==> config.mk <==
export PLATFORM = sky130hd
export DESIGN_NAME = random_matrix_filler_flat
export DESIGN_NICKNAME = d
export VERILOG_FILES = /design/src/rtl/random_matrix_filler_if.sv /design/src/rtl/random_matrix_filler.sv /design/src/flat_wrapper.sv
export SDC_FILE = /design/constraint.sdc
export NUM_CORES = 1
export LEC_CHECK = 0
export CORE_MARGIN = 4
export CORE_UTILIZATION = 54
export DETAILED_ROUTE_END_ITERATION = 12
export MAX_ROUTING_LAYER = met4
export PLACE_DENSITY = 0.81
export SYNTH_ARGS = -nofsm -noshare
export SYNTH_HDL_FRONTEND = slang
export SYNTH_SLANG_ARGS = --single-unit
export TNS_END_PERCENT = 5
==> constraint.sdc <==
create_clock -name clk -period 18.6 [get_ports clk]
set_clock_uncertainty 0.1 [all_clocks]
set_input_delay 3.72 -clock clk [delete_from_list [all_inputs] [get_ports clk]]
set_output_delay 3.72 -clock clk [all_outputs]
set_load 0.005 [all_outputs]
==> src/rtl/random_matrix_filler_if.sv <==
// Handshake/bus bundle for random_matrix_filler. The element stream signals
// are present only when RMG_ELEM_STREAM_EN is defined.
interface random_matrix_filler_if #(
    parameter int WIDTH   = 8,
    parameter int MAX_DIM = 5
);
    localparam int DIM_W = $clog2(MAX_DIM + 1);

    logic                               start;
    logic                               abort;
    logic [DIM_W-1:0]                   rows;
    logic [DIM_W-1:0]                   cols;
    logic [WIDTH-1:0]                   min_val;
    logic [WIDTH-1:0]                   max_val;
    logic                               seed_load;
    logic [15:0]                        seed;
    logic                               busy;
    logic                               done;
    logic                               valid;
    logic [MAX_DIM*MAX_DIM*WIDTH-1:0]   matrix_flat;
`ifdef RMG_ELEM_STREAM_EN
    logic                               elem_valid;
    logic [2*DIM_W-1:0]                 elem_idx;
    logic [WIDTH-1:0]                   elem_data;

    modport master (
        output start, abort, rows, cols, min_val, max_val, seed_load, seed,
        input  busy, done, valid, matrix_flat, elem_valid, elem_idx, elem_data
    );
    modport slave (
        input  start, abort, rows, cols, min_val, max_val, seed_load, seed,
        output busy, done, valid, matrix_flat, elem_valid, elem_idx, elem_data
    );
`else
    modport master (
        output start, abort, rows, cols, min_val, max_val, seed_load, seed,
        input  busy, done, valid, matrix_flat
    );
    modport slave (
        input  start, abort, rows, cols, min_val, max_val, seed_load, seed,
        output busy, done, valid, matrix_flat
    );
`endif
endinterface

==> src/rtl/random_matrix_filler.sv <==
// Fills a MAX_DIM x MAX_DIM matrix with LFSR-derived values in [low,high], one
// element per cycle. Optional element stream outputs under RMG_ELEM_STREAM_EN.
module random_matrix_filler #(
    parameter int          WIDTH   = 8,
    parameter int          MAX_DIM = 5,
    parameter logic [15:0] SEED    = 16'hACE1
) (
    input  logic                 clk,
    input  logic                 rst,
    random_matrix_filler_if.slave bus
);
    // state  | meaning
    // S_IDLE | waiting for start; seed_load accepted
    // S_FILL | writing one element per cycle, row-major
    localparam int DIM_W = $clog2(MAX_DIM + 1);
    localparam int MW    = MAX_DIM * MAX_DIM * WIDTH;
    localparam logic [0:0] S_IDLE = 1'b0;
    localparam logic [0:0] S_FILL = 1'b1;

    logic [0:0]       state_q, state_d;
    logic [15:0]      lfsr_q, lfsr_d;
    logic [DIM_W-1:0] rows_q, rows_d, cols_q, cols_d;
    logic [DIM_W-1:0] r_q, r_d, c_q, c_d;
    logic [WIDTH-1:0] low_q, low_d, high_q, high_d;
    logic [MW-1:0]    matrix_q, matrix_d;
    logic             busy_q, busy_d, done_q, done_d, valid_q, valid_d;
    logic [WIDTH:0]   span;
    logic [31:0]      base;
    logic             fb;
    logic             last;
`ifdef RMG_ELEM_STREAM_EN
    logic               elem_valid_q, elem_valid_d;
    logic [2*DIM_W-1:0] elem_idx_q, elem_idx_d;
    logic [WIDTH-1:0]   elem_data_q, elem_data_d;
`endif

    function automatic logic [DIM_W-1:0] clamp_dim(input logic [DIM_W-1:0] d);
        if (d == '0) return DIM_W'(1);
        if (d > DIM_W'(MAX_DIM)) return DIM_W'(MAX_DIM);
        return d;
    endfunction

    // Full-range span (2**WIDTH) bypasses the modulo so every raw value maps to itself.
    function automatic logic [WIDTH-1:0] elem_value(input logic [WIDTH-1:0] raw,
                                                    input logic [WIDTH-1:0] lo,
                                                    input logic [WIDTH:0]   sp);
        if (sp[WIDTH]) return raw;
        return WIDTH'({1'b0, lo} + ({1'b0, raw} % sp));
    endfunction

    assign span = {1'b0, high_q} - {1'b0, low_q} + (WIDTH+1)'(1);
    assign base = (32'(r_q) * MAX_DIM + 32'(c_q)) * WIDTH;
    assign fb   = lfsr_q[15] ^ lfsr_q[13] ^ lfsr_q[12] ^ lfsr_q[10];
    assign last = (r_q == rows_q - DIM_W'(1)) && (c_q == cols_q - DIM_W'(1));

    always_comb begin
        state_d  = state_q;
        lfsr_d   = lfsr_q;
        rows_d   = rows_q;
        cols_d   = cols_q;
        r_d      = r_q;
        c_d      = c_q;
        low_d    = low_q;
        high_d   = high_q;
        matrix_d = matrix_q;
        busy_d   = busy_q;
        done_d   = 1'b0;
        valid_d  = valid_q;
`ifdef RMG_ELEM_STREAM_EN
        elem_valid_d = 1'b0;
        elem_idx_d   = elem_idx_q;
        elem_data_d  = elem_data_q;
`endif
        case (state_q)
            S_IDLE: begin
                if (bus.seed_load)
                    lfsr_d = (bus.seed == 16'h0000) ? SEED : bus.seed;
                if (bus.start) begin
                    rows_d   = clamp_dim(bus.rows);
                    cols_d   = clamp_dim(bus.cols);
                    low_d    = (bus.min_val > bus.max_val) ? bus.max_val : bus.min_val;
                    high_d   = (bus.min_val > bus.max_val) ? bus.min_val : bus.max_val;
                    matrix_d = '0;
                    valid_d  = 1'b0;
                    r_d      = '0;
                    c_d      = '0;
                    busy_d   = 1'b1;
                    state_d  = S_FILL;
                end
            end
            default: begin
                if (bus.abort) begin
                    busy_d  = 1'b0;
                    state_d = S_IDLE;
                end else begin
                    matrix_d[base +: WIDTH] = elem_value(lfsr_q[WIDTH-1:0], low_q, span);
                    lfsr_d = {lfsr_q[14:0], fb};
`ifdef RMG_ELEM_STREAM_EN
                    elem_valid_d = 1'b1;
                    elem_idx_d   = {r_q, c_q};
                    elem_data_d  = elem_value(lfsr_q[WIDTH-1:0], low_q, span);
`endif
                    if (c_q == cols_q - DIM_W'(1)) begin
                        c_d = '0;
                        r_d = r_q + DIM_W'(1);
                    end else begin
                        c_d = c_q + DIM_W'(1);
                    end
                    if (last) begin
                        done_d  = 1'b1;
                        valid_d = 1'b1;
                        busy_d  = 1'b0;
                        state_d = S_IDLE;
                    end
                end
            end
        endcase
    end

    always_ff @(posedge clk or posedge rst) begin
        if (rst) begin
            state_q  <= S_IDLE;
            lfsr_q   <= SEED;
            rows_q   <= '0;
            cols_q   <= '0;
            r_q      <= '0;
            c_q      <= '0;
            low_q    <= '0;
            high_q   <= '0;
            matrix_q <= '0;
            busy_q   <= 1'b0;
            done_q   <= 1'b0;
            valid_q  <= 1'b0;
`ifdef RMG_ELEM_STREAM_EN
            elem_valid_q <= 1'b0;
            elem_idx_q   <= '0;
            elem_data_q  <= '0;
`endif
        end else begin
            state_q  <= state_d;
            lfsr_q   <= lfsr_d;
            rows_q   <= rows_d;
            cols_q   <= cols_d;
            r_q      <= r_d;
            c_q      <= c_d;
            low_q    <= low_d;
            high_q   <= high_d;
            matrix_q <= matrix_d;
            busy_q   <= busy_d;
            done_q   <= done_d;
            valid_q  <= valid_d;
`ifdef RMG_ELEM_STREAM_EN
            elem_valid_q <= elem_valid_d;
            elem_idx_q   <= elem_idx_d;
            elem_data_q  <= elem_data_d;
`endif
        end
    end

    assign bus.busy        = busy_q;
    assign bus.done        = done_q;
    assign bus.valid       = valid_q;
    assign bus.matrix_flat = matrix_q;
`ifdef RMG_ELEM_STREAM_EN
    assign bus.elem_valid  = elem_valid_q;
    assign bus.elem_idx    = elem_idx_q;
    assign bus.elem_data   = elem_data_q;
`endif
endmodule

==> src/flat_wrapper.sv <==
// flat-port wrapper written by rule: the top's interface ports become plain ports
module random_matrix_filler_flat 
#(
    parameter int          WIDTH   = 8,
    parameter int          MAX_DIM = 5,
    parameter logic [15:0] SEED    = 16'hACE1
)
  (clk, rst, bus_start, bus_abort, bus_rows, bus_cols, bus_min_val, bus_max_val, bus_seed_load, bus_seed, bus_busy, bus_done, bus_valid, bus_matrix_flat);
  random_matrix_filler_if #(.WIDTH(WIDTH), .MAX_DIM(MAX_DIM)) bus_i ();
  input  logic clk;
  input  logic rst;
  input wire logic [$bits(bus_i.start)-1:0] bus_start;
  input wire logic [$bits(bus_i.abort)-1:0] bus_abort;
  input wire logic [$bits(bus_i.rows)-1:0] bus_rows;
  input wire logic [$bits(bus_i.cols)-1:0] bus_cols;
  input wire logic [$bits(bus_i.min_val)-1:0] bus_min_val;
  input wire logic [$bits(bus_i.max_val)-1:0] bus_max_val;
  input wire logic [$bits(bus_i.seed_load)-1:0] bus_seed_load;
  input wire logic [$bits(bus_i.seed)-1:0] bus_seed;
  output wire logic [$bits(bus_i.busy)-1:0] bus_busy;
  output wire logic [$bits(bus_i.done)-1:0] bus_done;
  output wire logic [$bits(bus_i.valid)-1:0] bus_valid;
  output wire logic [$bits(bus_i.matrix_flat)-1:0] bus_matrix_flat;
  assign bus_i.start = bus_start;
  assign bus_i.abort = bus_abort;
  assign bus_i.rows = bus_rows;
  assign bus_i.cols = bus_cols;
  assign bus_i.min_val = bus_min_val;
  assign bus_i.max_val = bus_max_val;
  assign bus_i.seed_load = bus_seed_load;
  assign bus_i.seed = bus_seed;
  assign bus_busy = bus_i.busy;
  assign bus_done = bus_i.done;
  assign bus_valid = bus_i.valid;
  assign bus_matrix_flat = bus_i.matrix_flat;
  random_matrix_filler #(.WIDTH(WIDTH), .MAX_DIM(MAX_DIM), .SEED(SEED)) u_core (.clk(clk), .rst(rst), .bus(bus_i));
endmodule
* Word-level counts from Yosys, hierarchy flattened
Cells that the tools add are included.
Word-level totals: input port bits 43, word-level logic and storage cells 111, bits in registers 248, output and inout bits 203
Operators by class: reduce and logical (&&, ||, !) cells 12, shifts and indexed selects 2, multiplexer cells 61, order comparisons 3, bitwise gates (word level) 4, add/subtract/negate cells 9, multipliers 1, equal/unequal tests 6, div/mod/pow operators 1
Operator list (count):
- 200-bit 2-to-1 mux | 3
- 200-bit bitwise mux | 1
- 8-bit by 34-bit variable shift with 200-bit output, first input constant | 1
- 8-bit by 34-bit variable part select with 200-bit output | 1
- 16-bit 2-to-1 mux | 4
- 8-bit 2-to-1 mux | 6
- 3-bit 2-to-1 mux | 15
- 32-bit negator with 34-bit output | 1
- 1-bit 2-to-1 mux | 32
- 16-bit logical NOT | 1
- 9-bit by 1-bit adder with 9-bit output, second input constant | 1
- 8-bit by 9-bit remainder unit with 9-bit output | 1
- 8-bit by 8-bit subtractor with 9-bit output | 1
- 8-bit adder | 1
- 8-bit > comparator | 1
- 2-bit AND reduction | 4
- 6-bit by 3-bit adder with 7-bit output | 1
- 3-bit by 1-bit adder with 3-bit output, second input constant | 2
- 3-bit equality test | 2
- 3-bit > comparator, second input constant | 2
- 3-bit logical NOT | 2
- 3-bit by 3-bit multiplier with 6-bit output, second input constant | 1
- 2-bit != test, second input constant | 3
- 3-bit AND reduction | 2
- other kinds (6) | 10

* Depth between registers and ports, before layout
Gate-level depths: netlist of run 1.
depth in word-level cells 12, depth in mapped cells 79, depth with buffers taken out 75

* Worst setup path before layout of run 1
Ideal clock, no wire load.
path type register -> register, start register u_core.low_q[1], end register u_core.matrix_q[87] (netlist: u_core.bus.matrix_flat[87]), library setup time 0.138 ns, buffers on the path 4, arrival 14.954 ns, setup slack 3.408 ns, data required time 18.362 ns, cell stages (with the launch flop) 68, clock period less this slack 15.192 ns, path through dfrtp_1 -> ha_1 -> inv_1 -> ha_1 -> fa_1 -> a211oi_2 -> nor4_1 -> nor3b_2 -> and4bb_1 -> buf_6 -> nand3_1 -> nor3_1 -> a21oi_1 -> ha_1 -> o211ai_1 -> nand2_1 -> mux2_2 -> a22o_1 -> [... 32 more ...] -> mux2_2 -> ha_1 -> a21oi_1 -> nand2_1 -> o211ai_1 -> o2bb2ai_1 -> clkbuf_1 -> mux2_2 -> ha_1 -> a21oi_1 -> o211ai_1 -> o41ai_1 -> xnor2_1 -> a211o_1 -> o22a_1 -> nor3_4 -> buf_8 -> mux2i_2
Between the ends: longest elaborated chain between the ends 12, elaborated cells on any way between the ends 14, classes of those cells 3 x add/sub; 1 x div; 1 x shift; 9 x mux
RTL lines:
- from (decl) | line random_matrix_filler.sv:24 | logic [WIDTH-1:0] low_q, low_d, high_q, high_d;
- from (signal assigned) | line random_matrix_filler.sv:146 | low_q <= low_d;
- branches (longest 5 deep; another with 8-bit by 8-bit subtractor with 9-bit output)
- 8-bit 2-to-1 mux * | line random_matrix_filler.sv:48 | return WIDTH'({1'b0, lo} + ({1'b0, raw} % sp));
- 8-bit 2-to-1 mux * | line random_matrix_filler.sv:92 | if (bus.abort) begin
- 8-bit 2-to-1 mux * | line random_matrix_filler.sv:74 | case (state_q)
- 8-bit by 34-bit variable part select with 200-bit output * | line random_matrix_filler.sv:96 | matrix_d[base +: WIDTH] = elem_value(lfsr_q[WIDTH-1:0], low_q, span);
- 200-bit bitwise mux * | line random_matrix_filler.sv:96
- 200-bit 2-to-1 mux * | line random_matrix_filler.sv:92
- 200-bit 2-to-1 mux * | line random_matrix_filler.sv:74
- to (signal assigned) | line random_matrix_filler.sv:148 | matrix_q <= matrix_d;
- to (decl) | line random_matrix_filler.sv:25 | logic [MW-1:0] matrix_q, matrix_d;
Every way passes the cells marked *. The select of a mux whose other input is x is not followed. A chain may end at the register's enable or synchronous reset.

* Final worst setup path of run 1
start register u_core.low_q[5], end register u_core.matrix_q[143] (netlist: u_core.bus.matrix_flat[143])
The elaborated chain is that of the path after synthesis.

==> results of run 1 <==
metal layers:
layer  routed length (um)  global-route usage
met1                18200               0.405
met2                20100               0.480
met3                 3300              0.0574
met4                 1530               0.103
met5                    0                   -
sequential cells by signal, summed over array words and instances (netlist names):
| register | cells |
|---|---|
| u_core.bus.done | 1 |
| u_core.bus.valid | 1 |
| u_core.c_q | 3 |
| u_core.bus.busy | 1 |
| u_core.cols_q | 3 |
| u_core.bus.matrix_flat | 200 |
| u_core.rows_q | 3 |
| u_core.state_q | 1 |
| u_core.r_q | 3 |
| u_core.low_q | 8 |
| u_core.lfsr_q | 16 |
| u_core.high_q | 8 |
worst max-delay path by stage:
stage / startpoint / endpoint / slack [ps]
after floorplan: u_core.low_q[1]$_DFFE_PP0P_ / u_core.bus.matrix_flat[87]$_DFFE_PP0P_ / 3410
after global placement: u_core.low_q[1]$_DFFE_PP0P_ / u_core.bus.matrix_flat[87]$_DFFE_PP0P_ / 1650
after detailed placement: u_core.low_q[1]$_DFFE_PP0P_ / u_core.bus.matrix_flat[163]$_DFFE_PP0P_ / 1110
after CTS: u_core.low_q[1]$_DFFE_PP0P_ / u_core.bus.matrix_flat[147]$_DFFE_PP0P_ / 1060
after global routing: u_core.low_q[5]$_DFFE_PP0P_ / u_core.bus.matrix_flat[71]$_DFFE_PP0P_ / 140
final: u_core.low_q[5]$_DFFE_PP0P_ / u_core.bus.matrix_flat[143]$_DFFE_PP0P_ / 1540
cells in the mapped netlist, drive strengths merged (3+ instances only):
library cell,n
a31oi,5
a221oi,3
nand2,164
o21a,15
fa,4
a21oi,46
buf,22
a211oi,9
a21o,16
nor2b,14
mux2i,67
xnor2,25
inv,52
nand4,9
mux2,13
dfrtp,240
nand3b,3
o31ai,7
nor4,8
or3,10
nor3b,5
nor3,25
a22oi,3
clkbuf,60
nand3,161
nor2,80
nand2b,20
ha,90
xor2,17
and3,4
a211o,3
o21ai,218
dfstp,8
and2,9
or2,11
o211ai,9
o22ai,6
timing repair:
item / CTS / global route
hold endpoints to repair: 0 / 0
resized for setup: 0 / 4
setup buffers: 0 / 1
endpoints found under the setup margin: 0 / 120
per-stage QoR:
step | util | area, sq um | setup slack, ps | instances
floorplan | - | 14100 | 3410 | 1506
global placement | 0.657 | 16700 | 1650 | 2009
detailed placement | 0.657 | 16700 | 1110 | 2009
CTS | 0.691 | 17600 | 1060 | 2057
global route | 0.692 | 17600 | 141 | 2058
finish | 0.692 | 17600 | 1540 | 2058
cell families after synthesis:
logic type               Yosys count  synth area share
AND/OR/NAND/NOR                  540             0.187
AO/OA/AOI/OAI                    367             0.159
flip-flops                       248             0.440
buffers and inverters            134            0.0390
adder cells (fa/ha/maj)           94            0.0853
multiplexers                      80            0.0636
XOR/XNOR                          42            0.0260
other                              1          0.000265
layout make-up:
cell class,count,share of cell area
flip-flops and latches,248,0.353
well taps,330,0.0234
clock buffers,36,0.0390
multi-input cells,1124,0.419
clock inverters,12,0.0104
inverters,52,0.0115
repair buffers,256,0.144
worst max-delay path: cells and delay by family (launching register included):
| family | cells | cell delay, ps |
|---|---|---|
| adders and majority gates | 10 | 3140 |
| DFF | 1 | 410 |
| muxes | 4 | 1510 |
| buffers and inverters | 3 | 520 |
| and+or+nand+nor | 17 | 3990 |
| AOI/OAI and AO/OA | 30 | 7010 |
| xor gates and xnor gates | 1 | 220 |
==> flow_summary.toml, run 1 <==
[run_status]
status = "complete, no violations"

[finish]
final-seq-area_sq_mm = 0.00622
diodes = 0
drive_above_1_share = 0.0758
fillers = 1948
syn2layout_area_growth_pct = 24.7
layout_common_cells = "clkdlybuf4s50_1 (245), dfrtp_1 (240), o21ai_0 (189)"
final_common_cell = "clkdlybuf4s50_1"
fin_nets = 1845
multi_input_area_sq_mm = 0.00739

[logic_synthesis]
netlist_area_sq_mm = 0.0141
synthCells = 1506
synth_flop_cell = "dfrtp_1"
netlist.area_leader.share = 0.425
ys_warn_count = 0
synthTopCellsByArea = "dfrtp_1 (42%), ha_1 (8.0%), o21ai_0 (6.7%), nand3_1 (5.7%), nand2_1 (4.4%)"
syn_avg_cell_area_sq_um = 9.39
ys_seq_area_frac = 0.440
synth_edf_count = 0
synth_top_cell_by_area = "dfrtp_1"
async_flop_share = 1.00
synth_cell_type_count = 93
ys_seq_elements = 248
syn_nets = 1643

[sta]
worst-slew-pin-transition_ps = 1040
drv_slew = 0
slew_headroom = 0.307
rsz0062_at_grt = "false"
tns_ps = 0
min_period_ps = 17060
fmax_ghz = 0.0586
period_share = 0.917
hold_viol = 0
setup_viol = 0
hold_ws_ps = 377

[routing]
postRouteWirelength_mm = 43.2
drt_iter0_drc = 1266
via_count = 12377
viasPerCell = 6.01
routedWlPerCell_um = 21.0
drc = 0
dr.pass1.iters = 5
ant_nets = 0

[floorplan]
io_pins = 246
rows = 58
start_util = 0.555
die_area_sq_mm = 0.0288
coreArea_sq_mm = 0.0255
die_h_um = 170
die_w_um = 170

[clock_network]
htree_num_levels = 1
cts_buffers = 26
clk_pin_slew_ps = 60
clock_latency_ps = 540
clockBufferDepth = 3
postCtsHoldBufs = 0
cts_tree = "done"
cts.sinks = 248
cts_root_buf = "clkbuf_16"

[hold_path]
min_to = "u_core.lfsr_q[11]$_DFFE_PP1P_"
whs_path_depth = 2
min_from = "u_core.lfsr_q[11]$_DFFE_PP1P_"
hold_class = "flop to flop"

[setup_path]
reg2regPathDepth = 65
cp_common_cell = "ha_1"
r2r-start = "u_core.low_q[5]$_DFFE_PP0P_"
cp-end-kind = "flop"
crit_fanout = 25
r2r_slack_ps = 1540
cp_slowest_cell = "a2111oi_4"
critPathMaxStageDelay_ps = 510
worst-endpoint-required_ps = 18940
r2r-end = "u_core.bus.matrix_flat[143]$_DFFE_PP0P_"
cp.arrival_ps = 17400
cp-start-kind = "flop"
path_class = "flop to flop"

[global_routing]
grt-ovfl-total = 0
grt_pass1_wl_mm = 68.4
grt_max_degree = 101
antenna_found_initial = 1
grtUsageTotal = 0.306
grt_pass1_vias = 12315

[flow_run]
maxCapViolations = 0

[place]
portBuffers = 245
dpl.hpwl_mm = 31.3
place.gp.congestion = 0.948
Power of run 1 is left out: the tool's default activity adds up to more than one toggle a clock period on the data nets, which glitch-free logic cannot reach.
==> inputs of run 2 (changes only) <==
Settings changed: ABC_AREA set to 1.
==> run 2 against run 1 <==
Die area grew 0.28%. Hold slack better by 11 ps. Critical path depth is 34 higher. Wire length increased by 4.7%. Flip-flop and latch count unchanged. Cell count rose by 12%. Area after synthesis increased by 0.29%. First-iteration DRC count is 15% higher. Critical path type unchanged.
==> flow_summary.toml, run 2 <==
[run_status]
status = "complete, no violations"

[floorplan]
coreArea_sq_mm = 0.0260
die_h_um = 170
rows = 59
io_pins = 246
die_area_sq_mm = 0.0289
start_util = 0.546
die_w_um = 170

[finish]
syn2layout_area_growth_pct = 25.9
fin_nets = 2093
final_common_cell = "nand2_1"
drive_above_1_share = 0.0623
final-seq-area_sq_mm = 0.00622
final_cells = 2309
fillers = 2093
multi_input_area_sq_mm = 0.00701
largest_reg_flops = 200
diodes = 0
layout_common_cells = "nand2_1 (292), clkdlybuf4s50_1 (245), dfrtp_1 (240)"

[logic_synthesis]
synth_flop_cell = "dfrtp_1"
netlist.area_leader.share = 0.423
synth.most_common_cell = "nand2_1"
synth_top_cell_by_area = "dfrtp_1"
synth_edf_count = 0
synth_common_cells = "nand2_1 (293), dfrtp_1 (240), o21ai_0 (224), nand3_1 (189), inv_1 (180)"
ys_seq_area_frac = 0.438
netlist_area_sq_mm = 0.0142
syn_avg_cell_area_sq_um = 8.17
synthTopCellsByArea = "dfrtp_1 (42%), ha_1 (7.9%), o21ai_0 (7.9%), nand2_1 (7.8%), nand3_1 (6.7%)"
async_flop_share = 1.00
ys_seq_elements = 248
ys_warn_count = 0
synthCells = 1735
syn_nets = 1872
synth_cell_type_count = 55

[place]
dp.cells = 2262
place.gp.congestion = 0.944
portBuffers = 245
dpl.hpwl_mm = 32.7
place_ws_ps = 1640

[routing]
drc = 0
viasPerCell = 5.85
via_count = 13507
postRouteWirelength_mm = 45.2
ant_nets = 0
drt_iter0_drc = 1459
routedWlPerCell_um = 19.6
dr.pass1.iters = 6

[setup_path]
cp-start-kind = "flop"
cp-end-kind = "flop"
worst-endpoint-required_ps = 18940
crit_fanout = 17
r2r-end = "u_core.bus.matrix_flat[142]$_DFFE_PP0P_"
cp_common_cell = "nand2_1"
r2r_slack_ps = 1650
r2r-start = "u_core.low_q[1]$_DFFE_PP0P_"
cp.arrival_ps = 17290
reg2regPathDepth = 99
critPathMaxStageDelay_ps = 450
path_class = "flop to flop"
cp_slowest_cell = "nor2_1"

[clock_network]
cts_root_buf = "clkbuf_16"
clk_pin_slew_ps = 60
clock_latency_ps = 550
cts_buffers = 27
htree_num_levels = 1
postCtsHoldBufs = 0
clockBufferDepth = 3
cts.sinks = 248
post_cts_buffers = 0
postCtsResizedCells = 0
cts_tree = "done"

[sta]
worst-slew-pin-transition_ps = 1230
slew_headroom = 0.178
hold_ws_ps = 388
period_share = 0.911
hold_viol = 0
drv_slew = 0
fin_ws_ps = 1650
fmax_ghz = 0.0590
tns_ps = 0
rsz0062_at_grt = "false"
min_period_ps = 16950
setup_viol = 0

[global_routing]
grt_max_degree = 96
grt_pass1_vias = 13635
grt_pass1_wl_mm = 71.5
grtUsageTotal = 0.314
antenna_found_initial = 0
grt-ovfl-total = 0

[hold_path]
whs_path_depth = 1
min_to = "u_core.bus.matrix_flat[78]$_DFFE_PP0P_"
min_from = "u_core.bus.matrix_flat[78]$_DFFE_PP0P_"
hold_class = "flop to flop"

[flow_run]
maxCapViolations = 0
run 2: cell types whose count changed after synthesis, sizes merged, moves of 9 or more:
cell,before,now
mux2i,67,3
nand2,164,302
nand2b,20,0
inv,52,184
nand4,9,22
nand3,161,200
or3,10,1
clkbuf,60,50
nor2,80,160
a211oi,9,0
o21a,15,2
mux2,13,0
nor2b,14,0
o21ai,218,253
run 2: how the worst max path moves through the flow:
stage          cells past startpoint  slack (ps)                        start                                 endpoint
6_report                          99        1650  u_core.low_q[1]$_DFFE_PP0P_  u_core.bus.matrix_flat[142]$_DFFE_PP0P_
5_1_grt                          100          80  u_core.low_q[1]$_DFFE_PP0P_  u_core.bus.matrix_flat[142]$_DFFE_PP0P_
4_1_cts                          100        1530  u_core.low_q[1]$_DFFE_PP0P_  u_core.bus.matrix_flat[142]$_DFFE_PP0P_
3_5_place_dp                     100        1640  u_core.low_q[1]$_DFFE_PP0P_  u_core.bus.matrix_flat[174]$_DFFE_PP0P_
3_3_place_gp                      99        2300  u_core.low_q[1]$_DFFE_PP0P_  u_core.bus.matrix_flat[142]$_DFFE_PP0P_
2_1_floorplan                    106        3690  u_core.low_q[1]$_DFFE_PP0P_  u_core.bus.matrix_flat[158]$_DFFE_PP0P_
run 2: layout make-up:
| type | instances | area share |
|---|---|---|
| tap | 335 | 0.0235 |
| clock inverter | 11 | 0.00883 |
| clock buffer | 36 | 0.0431 |
| sequential | 248 | 0.348 |
| multi-input combinational | 1230 | 0.393 |
| timing repair buffer | 258 | 0.143 |
| inverter | 191 | 0.0406 |
run 2: cells by family after synthesis:
group           count (synthesis)  share of synthesized area
other cells                     1                   0.000264
compound gates                359                      0.143
flops                         248                      0.438
buf+inv                       257                     0.0689
simple gates                  722                      0.231
mux                             3                    0.00212
fa+ha+maj                      94                     0.0850
xor+xnor                       51                     0.0315
run 2: stage by stage:
stage	utilization	instance area, sq um
2_1_floorplan	-	14200
3_5_place_dp	0.651	16900
4_1_cts	0.686	17800
3_3_place_gp	0.651	16900
5_1_grt	0.687	17900
6_report	0.687	17900
run 2: metal layers:
metal  GRT usage  share of wire  vias up
li1            -              -     6252
met1       0.417           0.42     6468
met2       0.497           0.47      646
met3      0.0476          0.079      141
met4       0.109          0.037        0
met5           -              0        -
run 2: worst max-delay path: cells and delay by family, from the launching register on:
family                     cells  cell delay [ps]
buffers and inverters         10             1010
and+or+nand+nor               45             5700
AOI/OAI and AO/OA             31             5640
xor gates and xnor gates       1              130
DFF                            1              400
adders and majority gates     12             3790
Power of run 2 is left out for the same reason.
==> edit (settings of run 1) <==
Reset style: synchronous (`rst`), changed in one clocked block.
--- a/src/rtl/random_matrix_filler.sv
+++ b/src/rtl/random_matrix_filler.sv
@@ -117,7 +117,7 @@
         endcase
     end
 
-    always_ff @(posedge clk or posedge rst) begin
+    always_ff @(posedge clk) begin
         if (rst) begin
             state_q  <= S_IDLE;
             lfsr_q   <= SEED;
Check against the original RTL: not equivalent (a bounded check fails within 4 cycles, from zero or initial values and one cycle with rst high; the reset may be asserted at any time).
==> edit against run 1 <==
Sequential cell count did not move. Synthesized area fell by 5.0%. Via count rose by 10%. Cell area fell by 3.3%. Sequential share of layout area fell by 6.1 points. Worst setup slack got worse by 510 ps. First-iteration DRC count rose by 12%. Global-route usage rose by 1.4 points. Routed wire length rose by 4.3%. Highest routed layer unchanged.
==> edit: results (changes against run 1) <==
INFO  metric drt_first_iter_violations = 1,416 (+12%)
INFO  metric max_stage_delay = 640 ps (+130 ps)
INFO  metric post_synth_num_cell_types = 77 (-17%)
INFO  metric slew-limit-headroom = 0.2008 (-0.1065)
INFO  metric synthesis.nets = 1,831 (+11%)
INFO  metric cpMaxStageDelayCell = or4_4
INFO  metric dpl_cell_area = 16,100 sq um (-3.8%)
INFO  metric grt_antenna_before_repair = 0 (-1)
INFO  metric grt_first_pass_wirelength = 71,370 microns (+4.3%)
INFO  metric postSynthCellCount = 1,694 (+12%)
INFO  metric detailroute.via_count = 13,660 (+10%)
INFO  metric hpwl = 32,360 microns (+3.4%)
INFO  metric synth-seq-area-share = 0.3696 (-0.07001)
INFO  metric min_to = u_core.rows_q[1]
INFO  metric grt_max_degree = 128 (+27%)
INFO  metric groute.usage.overall = 0.3207 (+0.01435)
INFO  metric crit_fanout = 22 (-12%)
INFO  metric number_of_nets_in_the_layout = 2,028 (+9.9%)
INFO  metric hold_path_startpoint = u_core.rows_q[1]
INFO  metric async_flop_share = 0 (-1.000)
INFO  metric gp_routability_congestion = 0.9467 (about the same)
INFO  metric count_of_filler_cells_inserted_in_the_layout = 2,014 (+3.4%)
INFO  metric arrival_time_of_the_worst_setup_path = 17,900 ps (+500 ps)
INFO  metric post_drt_wl_per_cell = 20.18 microns (-3.9%)
INFO  metric synth_area_leaders = dfxtp_1 (37%), ha_1 (8.4%), a21oi_1 (6.8%)
INFO  metric r2r_cells = 74 (+14%)
INFO  metric drt_pre_antenna_iters = 6 (+1)
INFO  metric fin_worst_hold_slack = 352.3 ps (-24.29 ps)
INFO  metric postRouteWirelength = 45,060 microns (+4.3%)
INFO  metric finalWorstPathRequiredPeriod = 17,570 ps (+510.8 ps)
INFO  metric cp_endpoint = u_core.bus.matrix_flat[55]
INFO  metric run_status = completed
INFO  metric reg2reg_slack = 1030 ps (-510 ps)
INFO  metric post_synth_most_frequent_cells = dfxtp_1 (248), a21oi_1 (183), nand2_1 (181)
[edit: timing repair]
item | CTS | global route
hold buffers | 0 | 0
setup buffers | 0 | 2
resized for setup | 0 | 12
endpoints found under the setup margin | 0 | 148
[edit: critical path, delay by kind of cell, from the launching register on]
| kind | cells | cell delay [ps] |
|---|---|---|
| compound gates | 37 | 8030 |
| fa+ha+maj | 10 | 2910 |
| mux | 3 | 890 |
| simple gates | 19 | 4400 |
| flops | 1 | 390 |
| buf+inv | 5 | 680 |
[edit: power by group]
| group | internal (mW) | leakage [nW] | total (mW) | switching (mW) |
|---|---|---|---|---|
| combinational | 0.328 | 3.77 | 0.807 | 0.478 |
| clock | 0.313 | 0.438 | 0.536 | 0.223 |
| sequential | 0.540 | 2.01 | 0.550 | 0.0101 |
[edit: kinds of logic after synthesis]
kind of cell / count (synthesis) / synth area share
buffers and inverters: 167 / 0.04750
other: 1 / 0.0002791
flip-flops: 248 / 0.3696
AO/OA/AOI/OAI: 415 / 0.1956
adder cells (fa/ha/maj): 94 / 0.08978
XOR/XNOR: 44 / 0.02980
AND/OR/NAND/NOR: 689 / 0.2384
multiplexers: 36 / 0.02906
[edit: layout make-up]
class,count,area share
Clock inverter,17,0.01241
Inverter,68,0.01497
Clock buffer,28,0.03854
Timing Repair Buffer,269,0.1545
Tap cell,324,0.02378
Multi-Input combinational cell,1279,0.4645
Sequential cell,248,0.2913
[edit: layer usage]
layer  vias up  track usage  part of all wire
li1       6441            -                 -
met1      6377       0.4319              0.43
met2       741       0.4764              0.44
met3       103      0.08198              0.11
met4         0      0.09828             0.030
met5         -            -                 0
